$ cat src/rtl/cordic_vec_seq_pkg.sv
// Shared definitions for the sequential CORDIC vectoring engine: the
// arctangent table, the controller states and the CORDIC gain constant.
package cordic_vec_seq_pkg;

  // Iteration index type; wide enough for indices 0..29.
  typedef logic [4:0] iter_idx_t;

  // Controller states.
  typedef enum logic [1:0] {
    ST_IDLE = 2'd0,
    ST_PRE  = 2'd1,
    ST_ITER = 2'd2,
    ST_DONE = 2'd3
  } state_e;

  // Number of arctangent entries available (maximum iteration count).
  localparam int ATAN_ENTRIES = 30;

  // round(atan(2^-i) * 2^32 / (2*pi)) as 32-bit binary angles.
  localparam logic [31:0] ATAN_TABLE [ATAN_ENTRIES] = '{
    32'h2000_0000, 32'h12E4_051E, 32'h09FB_385B, 32'h0511_11D4,
    32'h028B_0D43, 32'h0145_D7E1, 32'h00A2_F61E, 32'h0051_7C55,
    32'h0028_BE53, 32'h0014_5F2F, 32'h000A_2F98, 32'h0005_17CC,
    32'h0002_8BE6, 32'h0001_45F3, 32'h0000_A2FA, 32'h0000_517D,
    32'h0000_28BE, 32'h0000_145F, 32'h0000_0A30, 32'h0000_0518,
    32'h0000_028C, 32'h0000_0146, 32'h0000_00A3, 32'h0000_0051,
    32'h0000_0029, 32'h0000_0014, 32'h0000_000A, 32'h0000_0005,
    32'h0000_0003, 32'h0000_0001
  };

  // CORDIC gain K ~= 1.6467602 in Q2.30, for consumers that compensate.
  localparam logic [31:0] K_Q2_30 = 32'h6964_8523;

  // Table lookup; indices past the table end read as zero angle.
  function automatic logic [31:0] atan_lookup(input iter_idx_t idx);
    if (idx < 5'd30) begin
      atan_lookup = ATAN_TABLE[idx];
    end else begin
      atan_lookup = 32'h0000_0000;
    end
  endfunction

endpackage

$ cat src/rtl/cordic_vec_seq_iter.sv
// One combinational CORDIC vectoring micro-rotation with a runtime shift.
// Drives y towards zero while accumulating the rotated angle in z.
module cordic_vec_iter
  import cordic_vec_seq_pkg::*;
#(
  parameter int DW = 32
) (
  input  logic [DW-1:0] x,
  input  logic [DW-1:0] y,
  input  logic [DW-1:0] z,
  input  iter_idx_t     i,
  output logic [DW-1:0] x_rot,
  output logic [DW-1:0] y_rot,
  output logic [DW-1:0] z_rot
);

  logic [31:0]   atan32_s;
  logic [DW-1:0] atan_s;
  logic [DW-1:0] x_sh_s;
  logic [DW-1:0] y_sh_s;

  // Fetch the 32-bit angle step for this iteration.
  always_comb atan32_s = atan_lookup(i);

  // Rescale the 32-bit binary angle to the datapath width.
  if (DW == 32) begin : g_atan_eq
    assign atan_s = atan32_s;
  end else if (DW > 32) begin : g_atan_wide
    assign atan_s = {atan32_s, {(DW-32){1'b0}}};
  end else begin : g_atan_narrow
    assign atan_s = atan32_s[31 -: DW];
  end

  // Rotate towards y = 0 using pre-update x and y; all sums wrap at DW bits.
  always_comb begin
    x_sh_s = $signed(x) >>> i;
    y_sh_s = $signed(y) >>> i;
    if (!y[DW-1]) begin
      x_rot = x + y_sh_s;
      y_rot = y - x_sh_s;
      z_rot = z + atan_s;
    end else begin
      x_rot = x - y_sh_s;
      y_rot = y + x_sh_s;
      z_rot = z - atan_s;
    end
  end

endmodule

$ cat src/rtl/cordic_vec_seq.sv
// Sequential CORDIC vectoring engine: accepts (x, y), folds the left half
// plane, runs N_ITER micro-rotations through one shared stage and returns
// the gain-scaled magnitude and binary angle with a valid/ready handshake.
module cordic_vec_seq
  import cordic_vec_seq_pkg::*;
#(
  parameter int N_ITER = 16,
  parameter int DW     = 32
) (
  input  logic          clk,
  input  logic          RST_N,
  input  logic          in_valid,
  output logic          in_ready,
  input  logic [DW-1:0] in_x,
  input  logic [DW-1:0] in_y,
  output logic          out_valid,
  input  logic          out_ready,
  output logic [DW-1:0] out_mag,
  output logic [DW-1:0] out_ang,
  output logic          busy
);

  localparam iter_idx_t LAST_I = 5'(N_ITER - 1);

  state_e        state_r,     state_nxt_s;
  logic [DW-1:0] x_r,         x_nxt_s;
  logic [DW-1:0] y_r,         y_nxt_s;
  logic [DW-1:0] z_r,         z_nxt_s;
  iter_idx_t     i_r,         i_nxt_s;
  logic [DW-1:0] out_mag_r,   mag_nxt_s;
  logic [DW-1:0] out_ang_r,   ang_nxt_s;
  logic          in_ready_r;
  logic          out_valid_r;
  logic          busy_r;
  logic [DW-1:0] rot_x_s;
  logic [DW-1:0] rot_y_s;
  logic [DW-1:0] rot_z_s;

  cordic_vec_iter #(.DW(DW)) u_iter (
    .x     (x_r),
    .y     (y_r),
    .z     (z_r),
    .i     (i_r),
    .x_rot (rot_x_s),
    .y_rot (rot_y_s),
    .z_rot (rot_z_s)
  );

  // Next-state and datapath update for the IDLE/PRE/ITER/DONE controller.
  always_comb begin
    state_nxt_s = state_r;
    x_nxt_s     = x_r;
    y_nxt_s     = y_r;
    z_nxt_s     = z_r;
    i_nxt_s     = i_r;
    mag_nxt_s   = out_mag_r;
    ang_nxt_s   = out_ang_r;
    case (state_r)
      ST_IDLE: begin
        if (in_valid && in_ready_r) begin
          x_nxt_s     = in_x;
          y_nxt_s     = in_y;
          z_nxt_s     = {DW{1'b0}};
          i_nxt_s     = 5'd0;
          state_nxt_s = ST_PRE;
        end else begin
          state_nxt_s = ST_IDLE;
        end
      end
      ST_PRE: begin
        // Left half plane: rotate by 180 deg so iterations converge.
        if (x_r[DW-1]) begin
          x_nxt_s = -x_r;
          y_nxt_s = -y_r;
          z_nxt_s = {1'b1, {(DW-1){1'b0}}};
        end else begin
          z_nxt_s = {DW{1'b0}};
        end
        i_nxt_s     = 5'd0;
        state_nxt_s = ST_ITER;
      end
      ST_ITER: begin
        x_nxt_s = rot_x_s;
        y_nxt_s = rot_y_s;
        z_nxt_s = rot_z_s;
        if (i_r == LAST_I) begin
          i_nxt_s     = 5'd0;
          mag_nxt_s   = rot_x_s;
          ang_nxt_s   = rot_z_s;
          state_nxt_s = ST_DONE;
        end else begin
          i_nxt_s     = i_r + 5'd1;
        end
      end
      ST_DONE: begin
        if (out_valid_r && out_ready) begin
          state_nxt_s = ST_IDLE;
        end else begin
          state_nxt_s = ST_DONE;
        end
      end
      default: begin
        state_nxt_s = ST_IDLE;
      end
    endcase
  end

  // State, datapath and registered handshake outputs; async clear to zero.
  always_ff @(posedge clk or negedge RST_N) begin
    if (!RST_N) begin
      state_r     <= ST_IDLE;
      x_r         <= {DW{1'b0}};
      y_r         <= {DW{1'b0}};
      z_r         <= {DW{1'b0}};
      i_r         <= 5'd0;
      out_mag_r   <= {DW{1'b0}};
      out_ang_r   <= {DW{1'b0}};
      in_ready_r  <= 1'b0;
      out_valid_r <= 1'b0;
      busy_r      <= 1'b0;
    end else begin
      state_r     <= state_nxt_s;
      x_r         <= x_nxt_s;
      y_r         <= y_nxt_s;
      z_r         <= z_nxt_s;
      i_r         <= i_nxt_s;
      out_mag_r   <= mag_nxt_s;
      out_ang_r   <= ang_nxt_s;
      in_ready_r  <= (state_nxt_s == ST_IDLE);
      out_valid_r <= (state_nxt_s == ST_DONE);
      busy_r      <= (state_nxt_s != ST_IDLE);
    end
  end

  assign in_ready  = in_ready_r;
  assign out_valid = out_valid_r;
  assign out_mag   = out_mag_r;
  assign out_ang   = out_ang_r;
  assign busy      = busy_r;

endmodule

$ cat config.mk
export PLATFORM = sky130hd
export DESIGN_NAME = cordic_vec_seq
export DESIGN_NICKNAME = d
export VERILOG_FILES = /design/src/rtl/cordic_vec_seq_pkg.sv /design/src/rtl/cordic_vec_seq_iter.sv /design/src/rtl/cordic_vec_seq.sv
export SDC_FILE = /design/constraint.sdc
export NUM_CORES = 1
export LEC_CHECK = 0
export ABC_AREA = 1
export CAP_MARGIN = 25
export CELL_PAD_IN_SITES_DETAIL_PLACEMENT = 1
export CELL_PAD_IN_SITES_GLOBAL_PLACEMENT = 2
export CORE_ASPECT_RATIO = 0.75
export CORE_UTILIZATION = 36
export CTS_CLUSTER_SIZE = 14
export DETAILED_ROUTE_END_ITERATION = 12
export GPL_TIMING_DRIVEN = 0
export HOLD_SLACK_MARGIN = 0.12
export PLACE_DENSITY_LB_ADDON = 0.12
export SLEW_MARGIN = 20
export SYNTH_ARGS = -nofsm -noshare
export SYNTH_HDL_FRONTEND = slang
export SYNTH_HIERARCHICAL = 1
export SYNTH_SLANG_ARGS = --single-unit
$ cat constraint.sdc
create_clock -name clk -period 11.1 [get_ports clk]
set_input_delay 2.775 -clock clk [delete_from_list [all_inputs] [get_ports clk]]
set_output_delay 2.775 -clock clk [all_outputs]
set_load 0.005 [all_outputs]
[After elaboration in Yosys (flattened, before gate mapping)]
Memory sizes are Yosys's and may differ from the RTL's.
Index checks and enable logic that the tools add are counted.
Storage, ports and cells
  flip-flop bits (word level): 170
  bits in read-only memories: 1024
  input port bits: 68
  output and inout port bits: 67
  memories kept: 1
Operators by class
  add/subtract/negate cells: 9
  order comparisons: 2
  eq/ne operators: 7
  shifts and indexed selects: 2
  muxes and demuxes: 22
  bitwise logic cells: 1
  reductions and logical operators: 9
Memory list
  (name not given): depth 32, bits a word 32, read ports 1, clocked after memory_dff 0, wr ports 0, line cordic_vec_seq_pkg.sv:37  | atan_lookup = ATAN_TABLE[idx];
Operators by type and width (number)
  $mux W32: 12
  $pmux W32 S3: 3
  $add A32 B32 Y32: 3
  $sub A32 B32 Y32: 3
  $neg A32 Y32: 2
  $sshr A32 B5 Y32: 2
  $pmux W5 S3: 1
  $mux W5: 2
  $pmux W2 S4: 1
  $eq A2 B2 Y1 const B: 3
  $ge A6 B6 Y1 const B: 1
  $not A5 Y6: 1
  $add A5 B1 Y5 const B: 1
  $eq A5 B4 Y1 const B: 1
  $lt A5 B5 Y1 const B: 1
  $logic_not A2 Y1: 2
  $mux W2: 2
  $ne A2 B2 Y1 const B: 2
  $reduce_and A2 Y1: 2
  $reduce_and A3 Y1: 1
  $reduce_bool A3 Y1: 1
  $eq A2 B1 Y1 const B: 1
  $logic_and A1 B1 Y1: 2
  $reduce_bool A2 Y1: 1
  $mux W1: 1

[Logic depth before layout (Yosys ltp)]
  depth after elaboration: 8
  mapped depth: 38
  mapped depth without buffers: 36

[Hierarchy]
The synthesis kept the hierarchy.
Modules (own cells, without submodules)
  cordic_vec_iter: instances 1, cells an instance 2248, area each 11688.7 um^2, sequential area each 0.0 um^2
  cordic_vec_seq: instances 1, cells an instance 1262, area each 9565.4 um^2, sequential area each 4254.1 um^2

[Worst setup path after synthesis]
OpenSTA, ideal clock, no wires.
  path kind: register to register
  start point: register i_r[1]
  end point: register z_r[24]
  setup time: 0.095 ns
  arrival time: 4.353 ns
  slack: 6.652 ns
  stages on the path, launching flop included: 28
  path buffers: 2
  path through: dfrtp_1 > inv_2 > buf_6 > buf_6 > ha_1 > inv_1 > nor2_1 > inv_1 > nand3_1 > a21oi_1 > nor3_1 > inv_1 > ha_1 > o21ai_0 > inv_1 > fa_1 > o21ai_0 > nand2_1 > a21oi_1 > nand2_1 > nand2_1 > a21boi_0 > o21bai_1 > nand2_1 > o21ai_0 > xor2_1 > inv_1 > o31ai_1
On the way
  cells in the longest elaborated chain, start to end: 8
  elaborated cells between the ends (all ways): 10
Ends and longest elaborated chain
  start, declared: line cordic_vec_seq.sv:29  | iter_idx_t i_r, i_nxt_s;
  start signal, assigned: line cordic_vec_seq.sv:126  | i_r <= i_nxt_s;
  $not A5 Y6 (implied by the code): line cordic_vec_seq_pkg.sv:37
  $mem_v2 Z32 W32
  $mux W32 (implied by the code) (2 in a row): line cordic_vec_seq_pkg.sv:37
  $mux W32 (*): line cordic_vec_seq_pkg.sv:36  | if (idx < 5'd30) begin
  $add A32 B32 Y32 / $sub A32 B32 Y32 (equally long branches): line cordic_vec_seq_iter.sv:41, cordic_vec_seq_iter.sv:45
  $mux W32 (*): line cordic_vec_seq_iter.sv:38  | if (!y[DW-1]) begin
  net rot_z_s[24]: line cordic_vec_seq.sv:37  | logic [DW-1:0] rot_z_s;
  $pmux W32 S3 (*): line cordic_vec_seq.sv:58  | case (state_r)
  end signal, assigned: line cordic_vec_seq.sv:114  | z_r <= {DW{1'b0}};
  end signal, assigned: line cordic_vec_seq.sv:125  | z_r <= z_nxt_s;
  end, declared: line cordic_vec_seq.sv:28  | logic [DW-1:0] z_r, z_nxt_s;
The timed path passes the listed nets; every way through them passes the cells marked *. The select of a mux whose other input is x is not followed.
A chain may end at the register's enable or synchronous reset.

[Worst setup path in the final report]
  start point: register i_r[0]
  end point: register z_r[31]
Same word-level chain as after synthesis.

==> metrics <==
IO buf count=134; Die H=212.4 um; worst endpoint required time=11.56 ns; CTS buffer count=17; Hold EP=out_ang[22]; Yosys cell types=65; Worst-Margin Slew=1.140 ns; post-synthesis average cell area=6.055 um2; Sink Count=170; top cell type's share of synthesized area=0.2002; Pre-antenna DRT Iters=6; Crit Reg-Reg Endpoint=z_r[31]; Final ANT Viol Nets=0; All-Layer GR Usage=0.3925; min-delay worst type=flip-flop to flip-flop; Cells on Worst Hold Path=2; DR WL/cell=26.36 um; CP Launch Type=flip-flop; via/cell ratio=5.844; NumNets Final=3,849; vias in the first global route=25,860; CP max-delay cell=a21oi_1; Post-synth EDFFs=0; Area Growth Syn to Fin=14.13%; maximum number of pins on one net before global-route repair=93; status=complete, no violations; post-place instance area=23,610 um2; mapped cell area=21,250 um2; post-cts hold buffer count=0; max_cap viols=0; CTS HTree Levels=4; CP most frequent cell=nand2_1; Final Skew=0.01203 ns; DRT Wirelength=117,600 um; worst-path maximum fanout=13; final hold violations=0; Max Root-Sink Buffers=2; capturing element type of the critical path=flip-flop; WP data arrival=8.31 ns; routed wl met2=47,490 um; reg2reg path depth=31; number of remaining DRC errors=0; Critical Setup Path Class=flip-flop to flip-flop; fraction of final layout cells sized beyond drive strength 1=0.07418; CTS tree=built; max layer used=met5; hold path startpoint=out_ang[22]; Root Driver=clkbuf_16; I/O pins=135; vias=26,080; Post-DP HPWL=96,140 um; Placer Congestion=1.031; minimum clock period after layout=7.851 ns; Die W=282.6 um; die area=60,020 um2; yosys warns=6; count leader, synth=nand2_1; ys flop type=dfrtp_1; met1 wire length=54,710 um; post-synthesis register bit count=170; clk slew on worst S/H paths=0.08 ns; area leader, netlist=dfrtp_1; commonest cells in the netlist=1,098 x nand2_1, 415 x nand3_1, 316 x inv_1; slew margin rel.=0.2398; core area=57,910 um2; Synth Instances=3,510; setup violators final=0; sequential share of the synthesized area=0.2002; Largest delay share family, worst path=simple AND/OR/NAND/NOR gates; postcts setup bufs=0; max frequency=127.4 MHz; initial antenna violation count=3; met3 wire length=12,070 um; final instance area=24,260 um2; largest stage delay on the critical path=0.79 ns; reg2reg start=i_r[0]; Post-CTS Resized=0; row count=76; period utilisation layout=0.7073; crit path buf inv count=7; Worst-Skew Late Latency=0.52 ns; reg2reg setup slack=3.25 ns; ys async rst share=1.000; main area contributors after synthesis=dfrtp_1 20%, nand2_1 19%, nand3_1 9.8%; Initial Utilization=0.3670; Slew Limit Fails=0; RSZ-0062 raised after global routing=no; gr ovfl total=0; first-pass GRT wire length=171,300 um; Iter 0 DRT Violations=2,822; syn nets=3,692
cells by family after synthesis:
logic type	Yosys count	synth area share
and+or+nand+nor	1975	0.3964
AOI/OAI and AO/OA	586	0.1552
buffers and inverters	484	0.1017
DFF	170	0.2002
xor gates and xnor gates	149	0.06140
adders and majority gates	114	0.06817
muxes	32	0.01695
final cells by class:
cell class	count	area, um2
sequential	170	4254
buffer	142	870.8
multi-input combinational	2856	14840
tap	780	975.9
clock inverter	15	183.9
clock buffer	17	425.4
fill	7836	33650
inverter	342	1291
timing repair buffer	138	1411
antenna	2	5.005
metrics by stage:
step / TNS [ns] / util / instances / hold WS [ns] / setup slack, ns
4_1_cts: 0 / 0.4181 / 4457 / 0.4902 / 3.908
5_1_grt: 0 / 0.4188 / 4460 / 0.5151 / 3.101
2_1_floorplan: 0 / - / 3510 / 0.4517 / 6.652
3_5_place_dp: 0 / 0.4076 / 4425 / 0.4719 / 3.964
3_3_place_gp: -36.24 / 0.4070 / 4424 / 0.4650 / -0.2679
6_report: 0 / 0.4189 / 4462 / 0.4859 / 3.249
per-layer routing:
metal / global-route usage / vias to the layer above
met4: 0.1092 / 10
met5: 0.01075 / -
met1: 0.5588 / 12970
met3: 0.1210 / 165
met2: 0.5614 / 1096
li1: - / 11840
sequential cells by signal, indices dropped and copies added, names as in the netlist:
name	flops
out_ang	32
out_mag	32
x_r	32
y_r	32
z_r	32
i_r	5
state_r	2
busy	1
in_ready	1
out_valid	1
tightest hold or removal path, cell delays in order (launching register included):
cell and delay [ns]:
dfrtp_1 0.35, nand2_1 0.05, o21ai_0 0.06
worst max path at each step:
stage	from	end	depth (start not counted)
3_3_place_gp	RST_N	z_r[6]	1
4_1_cts	i_r[0]	z_r[24]	29
2_1_floorplan	i_r[1]	z_r[24]	27
6_report	i_r[0]	z_r[31]	31
3_5_place_dp	i_r[0]	z_r[24]	29
5_1_grt	i_r[0]	z_r[31]	31
cell usage in the layout, fill, tap and decap left out, drive strengths merged, types with 10 or more instances in the layout:
cell type | synthesis | layout
o21ai | 214 | 214
a21oi | 247 | 247
ha | 111 | 111
buf | 97 | 102
inv | 338 | 343
nand2 | 1117 | 1117
xor2 | 102 | 102
o211ai | 21 | 21
o21a | 10 | 10
dfrtp | 170 | 170
clkdlybuf4s50 | 0 | 133
mux2 | 32 | 32
o31ai | 34 | 34
nor3 | 38 | 38
a31oi | 10 | 10
clkbuf | 45 | 62
nand4 | 18 | 18
a21boi | 11 | 11
nand3 | 425 | 425
xnor2 | 47 | 47
clkinv | 4 | 12
nor2 | 348 | 348
Power is not shown: default switching activity piles up to over one toggle a cycle in this logic, so the estimate is an artifact.
